**src/rtl/nrd_pkg.sv**
```systemverilog
// Shared definitions for the sequential non-restoring divider controller.
// Holds the default quotient width, derived operand widths, counter width
// and the 2-bit FSM state encoding.
package nrd_pkg;

  localparam int unsigned NRD_NX = 5;
  localparam int unsigned NRD_DW = NRD_NX - 1;
  localparam int unsigned NRD_RW = 2 * NRD_NX - 2;
  localparam int unsigned NRD_PW = 2 * NRD_NX - 1;
  localparam int unsigned NRD_CW = $clog2(NRD_NX);

  typedef logic [1:0] nrd_state_t;

  localparam nrd_state_t ST_IDLE = 2'd0;
  localparam nrd_state_t ST_ITER = 2'd1;
  localparam nrd_state_t ST_CORR = 2'd2;
  localparam nrd_state_t ST_DONE = 2'd3;

endpackage

```
**src/rtl/nrd_addsub_row.sv**
```systemverilog
// One ripple add/sub row of full_adder cells, shared by every divider step.
// Ports:
//   a      : partial remainder
//   b      : shifted divisor operand
//   en     : 0 forces the operand to zero (correction step with no add-back)
//   inv    : 1 inverts the operand (subtract when combined with cin=1)
//   cin    : carry-in
//   sum_c  : a + ((b & en) ^ inv) + cin, modulo 2^W
//   cout_c : carry-out of the top bit

module full_adder (
  input  logic a,
  input  logic b,
  input  logic ci,
  output logic s_c,
  output logic co_c
);

  assign s_c  = a ^ b ^ ci;
  assign co_c = (a & b) | (ci & (a ^ b));

endmodule

module nrd_addsub_row
  import nrd_pkg::*;
#(
  parameter int unsigned W = NRD_PW
) (
  input  logic [W-1:0] a,
  input  logic [W-1:0] b,
  input  logic         en,
  input  logic         inv,
  input  logic         cin,
  output logic [W-1:0] sum_c,
  output logic         cout_c
);

  logic [W-1:0] bx;
  logic [W:0]   cy;

  assign bx    = (b & {W{en}}) ^ {W{inv}};
  assign cy[0] = cin;

  for (genvar i = 0; i < W; i++) begin : g_fa
    full_adder u_fa (
      .a   (a[i]),
      .b   (bx[i]),
      .ci  (cy[i]),
      .s_c (sum_c[i]),
      .co_c(cy[i+1])
    );
  end

  assign cout_c = cy[W];

endmodule

```
**src/rtl/nrd_seq_controller.sv**
```systemverilog
// Sequential non-restoring divider: one shared add/sub row is used over Nx
// iterations plus one correction step, wrapped in valid/ready handshakes.
// Results match the unrolled array bit for bit, including divisor zero and
// quotient overflow.
// Ports:
//   i_clk, i_rst_n         : clock, asynchronous active-low reset
//   i_valid / o_ready      : operand handshake (o_ready high only in IDLE)
//   i_d_nosign, i_r_nosign : unsigned divisor (Nx-1 bits), dividend (2*Nx-2)
//   o_valid / i_ready      : result handshake
//   o_quotient, o_remainder: result, held until the next correction step
// Optional (macro NRD_SEQ_STATUS_EN):
//   o_div_zero, o_overflow : status flags, registered alongside the result
module nrd_seq_controller
  import nrd_pkg::*;
#(
  parameter int unsigned Nx = NRD_NX
) (
  input  logic            i_clk,
  input  logic            i_rst_n,
  input  logic            i_valid,
  output logic            o_ready,
  input  logic [Nx-2:0]   i_d_nosign,
  input  logic [2*Nx-3:0] i_r_nosign,
  output logic            o_valid,
  input  logic            i_ready,
  output logic [Nx-1:0]   o_quotient,
  output logic [2*Nx-2:0] o_remainder
`ifdef NRD_SEQ_STATUS_EN
  ,
  output logic            o_div_zero,
  output logic            o_overflow
`endif
);

  localparam int unsigned DW = Nx - 1;
  localparam int unsigned PW = 2 * Nx - 1;
  localparam int unsigned CW = $clog2(Nx);

  nrd_state_t    state_q, state_d;
  logic [PW-1:0] p_q, p_d;
  logic [DW-1:0] d_q, d_d;
  logic [CW-1:0] n_q, n_d;
  logic          c_q, c_d;
  logic [Nx-1:0] q_q, q_d;
  logic [Nx-1:0] quo_d;
  logic [PW-1:0] rem_d;
  logic          ready_d, valid_d;

  logic [CW-1:0] shamt_c;
  logic [PW-1:0] row_b_c, row_sum_c;
  logic          row_en_c, row_inv_c, row_cin_c, row_co_c;

`ifdef NRD_SEQ_STATUS_EN
  logic dz_pend_q, dz_pend_d, ov_pend_q, ov_pend_d;
  logic dz_d, ov_d;
`endif

  // Row operand: shifted divisor during iterations, plain divisor (or zero) in correction
  always_comb begin
    shamt_c   = CW'(Nx - 1) - n_q;
    row_b_c   = PW'(d_q);
    row_en_c  = 1'b1;
    row_inv_c = 1'b0;
    row_cin_c = 1'b0;
    if (state_q == ST_ITER) begin
      row_b_c   = PW'(d_q) << shamt_c;
      row_inv_c = c_q;
      row_cin_c = c_q;
    end else begin
      row_en_c  = ~c_q;
    end
  end

  nrd_addsub_row #(.W(PW)) u_row (
    .a     (p_q),
    .b     (row_b_c),
    .en    (row_en_c),
    .inv   (row_inv_c),
    .cin   (row_cin_c),
    .sum_c (row_sum_c),
    .cout_c(row_co_c)
  );

  // Next-state and datapath update
  always_comb begin
    state_d = state_q;
    p_d     = p_q;
    d_d     = d_q;
    n_d     = n_q;
    c_d     = c_q;
    q_d     = q_q;
    quo_d   = o_quotient;
    rem_d   = o_remainder;
    ready_d = o_ready;
    valid_d = o_valid;
`ifdef NRD_SEQ_STATUS_EN
    dz_pend_d = dz_pend_q;
    ov_pend_d = ov_pend_q;
    dz_d      = o_div_zero;
    ov_d      = o_overflow;
`endif
    case (state_q)
      ST_IDLE: begin
        if (i_valid) begin
          d_d     = i_d_nosign;
          p_d     = {1'b0, i_r_nosign};
          c_d     = 1'b1;
          n_d     = '0;
          q_d     = '0;
          ready_d = 1'b0;
          state_d = ST_ITER;
`ifdef NRD_SEQ_STATUS_EN
          dz_pend_d = (i_d_nosign == '0);
          ov_pend_d = (i_d_nosign != '0) &&
                      ({1'b0, i_r_nosign} >= (PW'(i_d_nosign) << Nx));
`endif
        end
      end
      ST_ITER: begin
        p_d = row_sum_c;
        c_d = row_co_c;
        q_d = q_q | (Nx'(row_co_c) << shamt_c);
        n_d = n_q + CW'(1);
        if (n_q == CW'(Nx - 1)) state_d = ST_CORR;
      end
      ST_CORR: begin
        p_d     = row_sum_c;
        quo_d   = q_q;
        rem_d   = row_sum_c;
        valid_d = 1'b1;
        state_d = ST_DONE;
`ifdef NRD_SEQ_STATUS_EN
        dz_d = dz_pend_q;
        ov_d = ov_pend_q;
`endif
      end
      ST_DONE: begin
        if (i_ready) begin
          valid_d = 1'b0;
          ready_d = 1'b1;
          state_d = ST_IDLE;
        end
      end
      default: state_d = ST_IDLE;
    endcase
  end

  // State and output registers
  always_ff @(posedge i_clk or negedge i_rst_n) begin
    if (!i_rst_n) begin
      state_q     <= ST_IDLE;
      p_q         <= '0;
      d_q         <= '0;
      n_q         <= '0;
      c_q         <= 1'b0;
      q_q         <= '0;
      o_quotient  <= '0;
      o_remainder <= '0;
      o_ready     <= 1'b1;
      o_valid     <= 1'b0;
`ifdef NRD_SEQ_STATUS_EN
      dz_pend_q   <= 1'b0;
      ov_pend_q   <= 1'b0;
      o_div_zero  <= 1'b0;
      o_overflow  <= 1'b0;
`endif
    end else begin
      state_q     <= state_d;
      p_q         <= p_d;
      d_q         <= d_d;
      n_q         <= n_d;
      c_q         <= c_d;
      q_q         <= q_d;
      o_quotient  <= quo_d;
      o_remainder <= rem_d;
      o_ready     <= ready_d;
      o_valid     <= valid_d;
`ifdef NRD_SEQ_STATUS_EN
      dz_pend_q   <= dz_pend_d;
      ov_pend_q   <= ov_pend_d;
      o_div_zero  <= dz_d;
      o_overflow  <= ov_d;
`endif
    end
  end

endmodule

```
**config.mk**
```make
export PLATFORM = sky130hd
export DESIGN_NAME = nrd_seq_controller
export DESIGN_NICKNAME = d
export VERILOG_FILES = /design/src/rtl/nrd_pkg.sv /design/src/rtl/nrd_addsub_row.sv /design/src/rtl/nrd_seq_controller.sv
export SDC_FILE = /design/constraint.sdc
export NUM_CORES = 1
export LEC_CHECK = 0
export CAP_MARGIN = 40
export CORE_ASPECT_RATIO = 1.2
export CORE_UTILIZATION = 59
export CTS_CLUSTER_DIAMETER = 80
export DETAILED_ROUTE_END_ITERATION = 8
export GPL_TIMING_DRIVEN = 0
export HOLD_SLACK_MARGIN = 0.15
export MAX_ROUTING_LAYER = met4
export PLACE_DENSITY = 0.85
export RECOVER_POWER = 50
export REMOVE_ABC_BUFFERS = 1
export SYNTH_ARGS = -nofsm -noshare
export SYNTH_HDL_FRONTEND = slang
export SYNTH_SLANG_ARGS = --single-unit
```
**constraint.sdc**
```tcl
create_clock -name i_clk -period 10 [get_ports i_clk]
set_input_delay 2.5 -clock i_clk [delete_from_list [all_inputs] [get_ports i_clk]]
set_output_delay 2.5 -clock i_clk [all_outputs]
set_load 0.01 [all_outputs]
```
==> flow_summary.ini <==
[grt]
grt_max_degree = 22
grt_pass1_vias = 1724
grt_overflow = 0
track_usage_pct = 26.0
antenna_found_initial = 0
grt_first_pass_wirelength_mm = 7.87

[routing]
drtIter0Drc = 52
viasPerCell = 5.68
ant_nets = 0
drc = 0
wirelength_mm = 4.57
dr.pass1.iters = 4
vias = 1697
post_drt_wl_per_cell_um = 15.3

[setup_path]
critical_path.max_fanout = 15
r2r-start = n_q[0]
regToRegSetupSlack_ns = 4.47
critPathLaunch = n_q[0]
startpoint_type = flop
required_ns = 10.19
cpPeakStageDelay_ns = 0.67
cp_common_cell = fa_1
slowest_stage = dfrtp_1
worstSetupEndpointType = flop
cp_num_buf_inv = 4
critical_path_arrival_ns = 5.72
path_cells = inv_1 > ha_1 > ha_1 > or2_0 > nor2_1 > mux2i_1 > a31oi_1 > fa_1 > fa_1 > fa_1 > inv_1 > fa_1 > fa_1 > inv_1 > fa_1 > fa_1 > inv_1 > fa_1 > mux2_2
path_delay_family = adder cells
critPathKind = flop to flop

[synthesis]
synthMuxAreaShare_pct = 16.3
synth-compound-area-share_pct = 13.3
yosys_warnings = 0
ys_seq_area_share_pct = 43.4
synth_area_leaders = dfrtp_1, mux2_2, fa_1
synth_top_family_by_area = multiplexers
synth-adder-area-share_pct = 10.7
synth_top_flop_cell = dfrtp_1
async_reset_ff_share_pct = 100
synth_cells = 216
syn_avg_cell_area_um2 = 10.7
synth_edf_count = 0
synth_top_area_cell = dfrtp_1
syn_area_um2 = 2310
synth_cell_types = 46
netlist.area_leader.share_pct = 42.3
synthXorXnorAreaFrac_pct = 0.758
ys_ff_latch = 40
synthSimpleGateAreaFrac_pct = 9.80

[floorplanning]
io_pins = 32
core.rowCount = 24
die_area_um2 = 4170
start_util_pct = 62.5
fp.coreArea_um2 = 3690
die_h_um = 70.5
fp.dieW_um = 59.1

[sta]
layout_min_cycle_time_ns = 5.53
drv_slew = 0
worstMarginPinSlew_ns = 1.12
rsz0062_at_grt = false
fin_tns_setup_ns = 0
slew_headroom_pct = 25.3
fmax_mhz = 181
skew_ns = 0.00650
hold_viol = 0
holdWs_ns = 0.487
finalCritPeriodShare_pct = 55.3
setup_viol = 0

[clock_network]
hold_buffers = 0
clkTransAtPathRegs_ns = 0.08
post_cts_buffers = 0
cts_max_path_buffers = 2
cts_tree = done
cts_buffers = 5
cts_resized = 0
cts-htree-levels = 2
worst_skew_pair.late_latency_ns = 0.30
cts_root_buf = clkbuf_8
clock_sinks = 40

[power_and_ir_drop]
seqPwrFrac_pct = 27.0
ir_worst_vdd_mv = 0.219
switching_share_pct = 43.4
pwr-share-comb_pct = 60.9
p_sw_uw = 470
clockPowerShare_pct = 12.1
internal_power_uw = 613
p_leak_uw = 0.00123
powerDensity_nw_per_um2 = 395

[layout]
final_cell_mix = dfrtp_1, clkdlybuf4s50_1, inv_1
drive_gt1_share_pct = 11.7
nets = 277
antenna_cells = 0
final_common_cell = dfrtp_1
areaGrowthSynthToFinish_pct = 18.7

[flow_run]
maxCapViolCount = 0

[run_status]
status = complete, no violations

[placement]
portBuffers = 31
dp_hpwl_mm = 3.19
place.gp.congestion = 0.807

[min_path]
min_from = p_q[2]
hold_class = flop to flop
-- routing by layer --
layer / track usage, % / part of all wire [%]
met2: 42.2 / 51
met5: - / 0
met4: 9.52 / 2.3
met3: 4.94 / 3.0
met1: 32.3 / 43
-- cell usage after synthesis, drive strengths merged, types with 2 or more instances --
cell type / number
dfrtp: 39
inv: 24
mux2: 20
nand2: 17
o21ai: 17
mux2i: 15
nor2: 10
a21oi: 9
fa: 8
ha: 7
buf: 6
a32o: 4
a31oi: 3
clkbuf: 3
nand3: 3
o22ai: 3
a2bb2oi: 2
a41oi: 2
and3: 2
nand2b: 2
nor3b: 2
or2: 2
-- sequential cells by signal, summed over array words and instances, names as in the netlist --
signal,flops
o_remainder,9
p_q,9
c_q,1
state_q,2
o_quotient,5
d_q,4
o_valid,1
o_ready,1
q_q,5
n_q,3
-- per-stage QoR --
stage / utilization (%) / area (um^2) / total power [uW] / setup WS, ns / std cells
after global routing: 74.2 / 2740 / 1180 / 4.24 / 299
after global placement: 71.5 / 2640 / 927 / 4.58 / 290
after floorplan: - / 2270 / 764 / 4.97 / 207
after detailed placement: 72.2 / 2670 / 953 / 4.52 / 291
final: 74.2 / 2740 / 1080 / 4.47 / 299
after CTS: 75.1 / 2770 / 1090 / 4.48 / 299
-- worst reg2reg max path, stage by stage (launching register included) --
cell and delay (ns):
dfrtp_1 0.67, inv_1 0.14, ha_1 0.23, ha_1 0.43, or2_0 0.29, nor2_1 0.14
mux2i_1 0.20, a31oi_1 0.08, fa_1 0.43, fa_1 0.40, fa_1 0.39, inv_1 0.08
fa_1 0.18, fa_1 0.17, inv_1 0.05, fa_1 0.39, fa_1 0.38, inv_1 0.08
fa_1 0.43, mux2_2 0.28
-- worst paths after layout --
| check | end | depth (start not counted) |
|---|---|---|
| setup / recovery | o_remainder[8] | 19 |
| hold / removal | p_q[2] | 2 |
| setup reg to reg | o_remainder[8] | 19 |
| hold reg to reg | p_q[2] | 2 |
| max in group asynchronous | o_remainder[0] | 2 |
| min in group asynchronous | n_q[2] | 1 |
-- cells by family (layout without fill, tap and decap cells) --
kind of cell               count (synthesis)  count (layout)
and+or+nand+nor                           44              44
muxes                                     35              35
AOI/OAI and AO/OA                         47              47
xor gates and xnor gates                   2               2
buffers and inverters                     33              64
DFF                                       40              40
adders and majority gates                 15              15
-- layout make-up --
type                       instances  area [um^2]
clock buffer                       6         72.6
clock inverter                     2         35.0
fill                             284          952
inverter                          24         90.1
multi-input combinational        143         1170
sequential                        40         1000
tap                               52         65.1
timing repair buffer              32          308
-- power groups by stage --
| stage | Combinational [uW] | Sequential [uW] | Clock (uW) |
|---|---|---|---|
| after global routing | 742 | 302 | 137 |
| after detailed placement | 658 | 295 | 0 |
| after CTS | 669 | 292 | 133 |
| after global placement | 635 | 291 | 0 |
| final | 659 | 292 | 131 |
| after floorplan | 469 | 295 | 0 |
Note: power is estimated with default switching activity, not from simulation.
